$ cat config.mk
export PLATFORM = sky130hd
export DESIGN_NAME = cam_capture
export DESIGN_NICKNAME = d
export VERILOG_FILES = /design/src/rtl/cam_capture.sv
export SDC_FILE = /design/constraint.sdc
export NUM_CORES = 1
export LEC_CHECK = 0
export CAP_MARGIN = 5
export CORE_ASPECT_RATIO = 0.7
export CORE_MARGIN = 2
export CORE_UTILIZATION = 30
export CTS_BUF_LIST = sky130_fd_sc_hd__clkbuf_4
export DETAILED_ROUTE_END_ITERATION = 10
export PLACE_DENSITY_LB_ADDON = 0.1
export SYNTH_ARGS = -nofsm -noshare
export SYNTH_HDL_FRONTEND = slang
export SYNTH_SLANG_ARGS = --single-unit
$ cat constraint.sdc
create_clock -name cam_pclk -period 7.7 [get_ports cam_pclk]
set_input_delay 2.31 -clock cam_pclk [delete_from_list [all_inputs] [get_ports cam_pclk]]
set_output_delay 2.31 -clock cam_pclk [all_outputs]
set_load 0.05 [all_outputs]
$ cat src/rtl/cam_capture.sv
// cam_capture: DVP-style camera byte capture into 32-bit words
// Frame/line sequencing FSM feeding a 4-deep FWFT output FIFO.
module cam_capture #(
  parameter int FRAME_WIDTH  = 4,
  parameter int FRAME_HEIGHT = 4
) (
  input  logic        cam_pclk,
  input  logic        cam_rst,
  input  logic        cam_vsync,
  input  logic        cam_href,
  input  logic [7:0]  cam_data,
  input  logic        cfg_enable,
  input  logic        clr_status,
  output logic [31:0] out_data,
  output logic        out_valid,
  input  logic        out_ready,
  output logic        out_last,
  output logic        frame_done,
  output logic [15:0] frame_cnt,
  output logic        status_ovf,
  output logic        status_err
);

  localparam int BPL = 2 * FRAME_WIDTH;
  localparam int BW  = $clog2(BPL + 1);
  localparam int LW  = (FRAME_HEIGHT > 1) ? $clog2(FRAME_HEIGHT) : 1;

  localparam logic [BW-1:0] BPL_C     = BW'(BPL);
  localparam logic [BW-1:0] BPL_M1    = BW'(BPL - 1);
  localparam logic [LW-1:0] LAST_LINE = LW'(FRAME_HEIGHT - 1);

  typedef enum logic [1:0] {
    S_IDLE,
    S_SYNC,
    S_VSYNC,
    S_FRAME
  } state_t;

  state_t state_q, state_d;

  logic          vsync_q;
  logic          href_q;
  logic [BW-1:0] byte_cnt_q, byte_cnt_d;
  logic [LW-1:0] line_cnt_q, line_cnt_d;
  logic [23:0]   lanes_q, lanes_d;
  logic [15:0]   frame_cnt_q, frame_cnt_d;
  logic          frame_done_q, frame_done_d;
  logic          ovf_q;
  logic          err_q;

  logic          vs_rise;
  logic          vs_fall;
  logic          href_fall;
  logic          err_set;
  logic          push;
  logic [32:0]   push_word;

  logic [32:0]   mem_q [4];
  logic [1:0]    wr_q;
  logic [1:0]    rd_q;
  logic [2:0]    cnt_q;
  logic          full;
  logic          empty;
  logic          pop;
  logic          wr_en;
  logic          drop;

  assign vs_rise   = cam_vsync & ~vsync_q;
  assign vs_fall   = ~cam_vsync & vsync_q;
  assign href_fall = ~cam_href & href_q;

  // Registered copies of the sync inputs for edge detection
  always_ff @(posedge cam_pclk or posedge cam_rst) begin
    if (cam_rst) begin
      vsync_q <= 1'b0;
      href_q  <= 1'b0;
    end else begin
      vsync_q <= cam_vsync;
      href_q  <= cam_href;
    end
  end

  // Sequencer state and capture counters
  always_ff @(posedge cam_pclk or posedge cam_rst) begin
    if (cam_rst) begin
      state_q      <= S_IDLE;
      byte_cnt_q   <= '0;
      line_cnt_q   <= '0;
      lanes_q      <= '0;
      frame_cnt_q  <= '0;
      frame_done_q <= 1'b0;
    end else begin
      state_q      <= state_d;
      byte_cnt_q   <= byte_cnt_d;
      line_cnt_q   <= line_cnt_d;
      lanes_q      <= lanes_d;
      frame_cnt_q  <= frame_cnt_d;
      frame_done_q <= frame_done_d;
    end
  end

  // Next-state, byte packing, line/frame bookkeeping
  always_comb begin
    state_d      = state_q;
    byte_cnt_d   = byte_cnt_q;
    line_cnt_d   = line_cnt_q;
    lanes_d      = lanes_q;
    frame_cnt_d  = frame_cnt_q;
    frame_done_d = 1'b0;
    err_set      = 1'b0;
    push         = 1'b0;
    push_word    = {1'b0, cam_data, lanes_q};
    unique case (state_q)
      S_IDLE: begin
        if (cfg_enable) state_d = S_SYNC;
      end
      S_SYNC: begin
        if (!cfg_enable) state_d = S_IDLE;
        else if (vs_rise) state_d = S_VSYNC;
      end
      S_VSYNC: begin
        if (!cfg_enable) begin
          state_d = S_IDLE;
        end else if (vs_fall) begin
          state_d    = S_FRAME;
          byte_cnt_d = '0;
          line_cnt_d = '0;
        end
      end
      S_FRAME: begin
        if (vs_rise) begin
          // early vsync: abandon frame, partial word is lost
          err_set    = 1'b1;
          state_d    = S_VSYNC;
          byte_cnt_d = '0;
          line_cnt_d = '0;
        end else if (cam_href) begin
          if (byte_cnt_q == BPL_C) begin
            err_set = 1'b1;
          end else begin
            unique case (byte_cnt_q[1:0])
              2'd0: lanes_d[7:0]   = cam_data;
              2'd1: lanes_d[15:8]  = cam_data;
              2'd2: lanes_d[23:16] = cam_data;
              2'd3: begin
                push          = 1'b1;
                push_word[32] = (line_cnt_q == LAST_LINE) &&
                                (byte_cnt_q == BPL_M1);
              end
            endcase
            byte_cnt_d = byte_cnt_q + BW'(1);
          end
        end else if (href_fall) begin
          if (byte_cnt_q != BPL_C) err_set = 1'b1;
          byte_cnt_d = '0;
          if (line_cnt_q == LAST_LINE) begin
            frame_done_d = 1'b1;
            frame_cnt_d  = frame_cnt_q + 16'd1;
            line_cnt_d   = '0;
            state_d      = cfg_enable ? S_SYNC : S_IDLE;
          end else begin
            line_cnt_d = line_cnt_q + LW'(1);
          end
        end
      end
      default: state_d = S_IDLE;
    endcase
  end

  assign full  = (cnt_q == 3'd4);
  assign empty = (cnt_q == 3'd0);
  assign pop   = ~empty & out_ready;
  assign wr_en = push & (~full | pop);
  assign drop  = push & full & ~pop;

  // FIFO storage; a full FIFO still accepts when a pop frees the slot
  always_ff @(posedge cam_pclk or posedge cam_rst) begin
    if (cam_rst) begin
      for (int i = 0; i < 4; i++) mem_q[i] <= '0;
    end else if (wr_en) begin
      mem_q[wr_q] <= push_word;
    end
  end

  // FIFO pointers and occupancy
  always_ff @(posedge cam_pclk or posedge cam_rst) begin
    if (cam_rst) begin
      wr_q  <= '0;
      rd_q  <= '0;
      cnt_q <= '0;
    end else begin
      if (wr_en) wr_q <= wr_q + 2'd1;
      if (pop)   rd_q <= rd_q + 2'd1;
      if (wr_en && !pop)      cnt_q <= cnt_q + 3'd1;
      else if (!wr_en && pop) cnt_q <= cnt_q - 3'd1;
    end
  end

  // Sticky status; a set event beats a clear in the same cycle
  always_ff @(posedge cam_pclk or posedge cam_rst) begin
    if (cam_rst) begin
      ovf_q <= 1'b0;
      err_q <= 1'b0;
    end else begin
      ovf_q <= (ovf_q & ~clr_status) | drop;
      err_q <= (err_q & ~clr_status) | err_set;
    end
  end

  assign out_valid  = ~empty;
  assign out_data   = empty ? 32'd0 : mem_q[rd_q][31:0];
  assign out_last   = empty ? 1'b0 : mem_q[rd_q][32];
  assign frame_done = frame_done_q;
  assign frame_cnt  = frame_cnt_q;
  assign status_ovf = ovf_q;
  assign status_err = err_q;

endmodule

==> flow_metrics.env <==
export IMPL_num_vias=4881
export IMPL_p_per_area_nw_per_um2=222.4
export IMPL_cap_violations=0
export IMPL_antenna_found_initial=2
export IMPL_report_final_setup_viol=0
export IMPL_cp_top_family="buffers and inverters"
export IMPL_track_usage_pct=13.75
export IMPL_io_buffers=67
export IMPL_r2r_start="byte_cnt_q[0]"
export IMPL_row_count=52
export IMPL_drive_gt1_share_pct=36.50
export IMPL_path_depth=4
export IMPL_slowest_stage="dfrtp_2"
export IMPL_final_cell_mix="dfrtp_1 (191), mux2_2 (158), clkdlybuf4s50_1 (67)"
export IMPL_worstSetupPathType="reg -> out"
export IMPL_cts_tree="built"
export IMPL_ir_worst_vdd_v=0.0001249
export IMPL_min_path_type="reg -> reg"
export IMPL_synth_flop_cell="dfrtp_1"
export IMPL_fp_coreArea_um2=28630
export IMPL_ant_nets=0
export IMPL_post_cts_buffers=0
export IMPL_synth_edff_count=0
export IMPL_cp_arrival_ps=3350
export IMPL_syn_nets=603
export IMPL_fp_dieW_um=207.1
export IMPL_final_common_cell="dfrtp_1"
export IMPL_synth_area_leaders="dfrtp_1 (55%), mux2_2 (21%), mux4_2 (8.6%)"
export IMPL_crit_fanout=18
export IMPL_crit_end="out_data[4]"
export IMPL_fmax_mhz=176.7
export IMPL_ys_seq_area_share_pct=55.45
export IMPL_cts_sinks=192
export IMPL_hold_viol=0
export IMPL_ys_seq_elements=192
export IMPL_syn_inst=576
export IMPL_synth_top_cell_by_area="dfrtp_1"
export IMPL_wl_per_cell_um=19.32
export IMPL_cp_num_buf_inv=2
export IMPL_vias_per_cell=4.725
export IMPL_cts_resized=0
export IMPL_clock_latency_ps=580
export IMPL_yosysTopAreaCellShare_pct=55.45
export IMPL_post_route_min_period_ps=5660
export IMPL_gp_congestion=0.6979
export IMPL_synth_warnings=0
export IMPL_initial_core_util_pct=30.27
export IMPL_drc=0
export IMPL_drtPass1Iterations=4
export IMPL_h_tree_depth=4
export IMPL_r2r_slack_ps=4850
export IMPL_fin_nets=667
export IMPL_synth_cell_types=44
export IMPL_grt_pass1_vias=5236
export IMPL_drtIter0Drc=236
export IMPL_hpwl_um=12290
export IMPL_slew_viol_final=0
export IMPL_syn_area_um2=8665
export IMPL_fp_dieArea_um2=30280
export IMPL_start_kind="flip-flop"
export IMPL_grt_max_degree=128
export IMPL_power_leakage_uw=0.004676
export IMPL_io_pins=68
export IMPL_slew_headroom_pct=26.46
export IMPL_fin_worst_skew_ps=15.22
export IMPL_syn_area_per_cell_um2=15.04
export IMPL_cp_required_ps=5390
export IMPL_rsz0062_at_grt="no"
export IMPL_setup_tns_ps=0
export IMPL_clk_pin_slew_ps=140
export IMPL_fin_area_um2=9920
export IMPL_cts_hold_buf=0
export IMPL_path_cells="buf_4 -> mux4_2 -> and2_1 -> clkdlybuf4s50_1"
export IMPL_worstMarginPinSlew_ps=1099
export IMPL_post_dp_cell_area_um2=9654
export IMPL_status="finished, final reports clean"
export IMPL_routed_wl_um=19960
export IMPL_critical_path_startpoint="rd_q[0]"
export IMPL_grt_overflow_total=0
export IMPL_grt_pass1_wl_um=31710
export IMPL_numCtsBuffers=17
export IMPL_post_route_period_util_pct=73.50
export IMPL_synth_async_reset_ratio_pct=100.0
export IMPL_fp_dieH_um=146.2
export IMPL_worst_path_largest_cell_delay_ps=800
export IMPL_endpoint_kind="output pin"
export IMPL_cts_root_buf="clkbuf_4"
export IMPL_area_growth_pct=14.48
export IMPL_r2r_end="mem_q[113]"
export IMPL_reg2reg_depth=5
export IMPL_clock_path_buffers=2
-- sequential cells by signal, summed over array words and instances (netlist names) --
name and count:
vsync_q 1, wr_q 2, frame_cnt 16, cnt_q 3
status_ovf 1, frame_done 1, line_cnt_q 2, rd_q 2
lanes_q 24, mem_q 132, state_q 2, status_err 1
byte_cnt_q 4, href_q 1
-- cells by family (layout without fill, tap and decap cells) --
family	Yosys count	in the layout	synth area share, %
AOI/OAI and AO/OA	19	19	1.531
xor gates and xnor gates	22	22	2.224
adders and majority gates	12	12	1.819
buffers and inverters	38	114	2.758
DFF	192	192	55.45
muxes	192	192	29.23
other	0	3	0
and+or+nand+nor	101	101	6.989
-- stage by stage --
step	std cells	power [uW]	worst slack [ps]	utilization, %	hold slack [ps]
final	1033	2206	2040	34.65	494.8
after global routing	1031	2349	1746	34.63	509.0
after detailed placement	999	1708	2477	33.72	472.5
after floorplan	576	1543	162.8	-	447.1
after global placement	999	1689	2535	33.72	462.3
after CTS	1030	2254	1865	34.62	502.3
-- synthesized netlist by cell type, types with 2 or more instances --
| master | instances |
|---|---|
| dfrtp_1 | 192 |
| clkbuf_1 | 10 |
| and2_1 | 35 |
| nand4_1 | 6 |
| mux2_2 | 158 |
| buf_6 | 11 |
| mux4_2 | 33 |
| and3b_1 | 2 |
| ha_1 | 11 |
| nor3_1 | 10 |
| xor2_1 | 11 |
| nand2b_1 | 2 |
| buf_2 | 3 |
| nand2_2 | 7 |
| a22o_1 | 5 |
| a21oi_1 | 5 |
| nand2_1 | 9 |
| o21ai_0 | 3 |
| xnor2_1 | 11 |
| nor2_1 | 10 |
| nand3_1 | 7 |
| inv_1 | 12 |
| nand3b_1 | 2 |
-- area by class of cell --
class | count | area, um^2
sequential | 192 | 4806
clock inverter | 13 | 122.6
inverter | 12 | 52.55
clock buffer | 18 | 135.1
multi-input combinational | 346 | 3622
antenna | 3 | 7.507
timing repair buffer | 71 | 700.7
fill | 2840 | 18710
tap | 378 | 473.0
-- metal layers --
metal  global-route usage, %  wire length (um)  part of all wire, %
met5                       0                 0                    0
met4                   3.429               168                 0.84
met3                   3.011               560                  2.8
met2                   21.10              9210                   46
met1                   19.78             10020                   50
-- worst min path at each step --
| stage | startpoint | end | slack [ps] | cells past startpoint |
|---|---|---|---|---|
| after floorplan | cnt_q[2] | cnt_q[2] | 450 | 1 |
| after global placement | frame_cnt[15] | frame_cnt[15] | 460 | 1 |
| after detailed placement | frame_cnt[15] | frame_cnt[15] | 470 | 1 |
| after CTS | frame_cnt[15] | frame_cnt[15] | 500 | 1 |
| after global routing | frame_cnt[15] | frame_cnt[15] | 510 | 1 |
| final | frame_cnt[15] | frame_cnt[15] | 490 | 1 |
-- power breakdown --
part / internal, uW / switching [uW] / leakage [uW]
Combinational: 199 / 237 / 0.00192
Sequential: 1100 / 134 / 0.00262
Clock: 189 / 345 / 0.000136
Total: 1490 / 717 / 0.00468
Note: power is estimated with default switching activity, not from simulation.
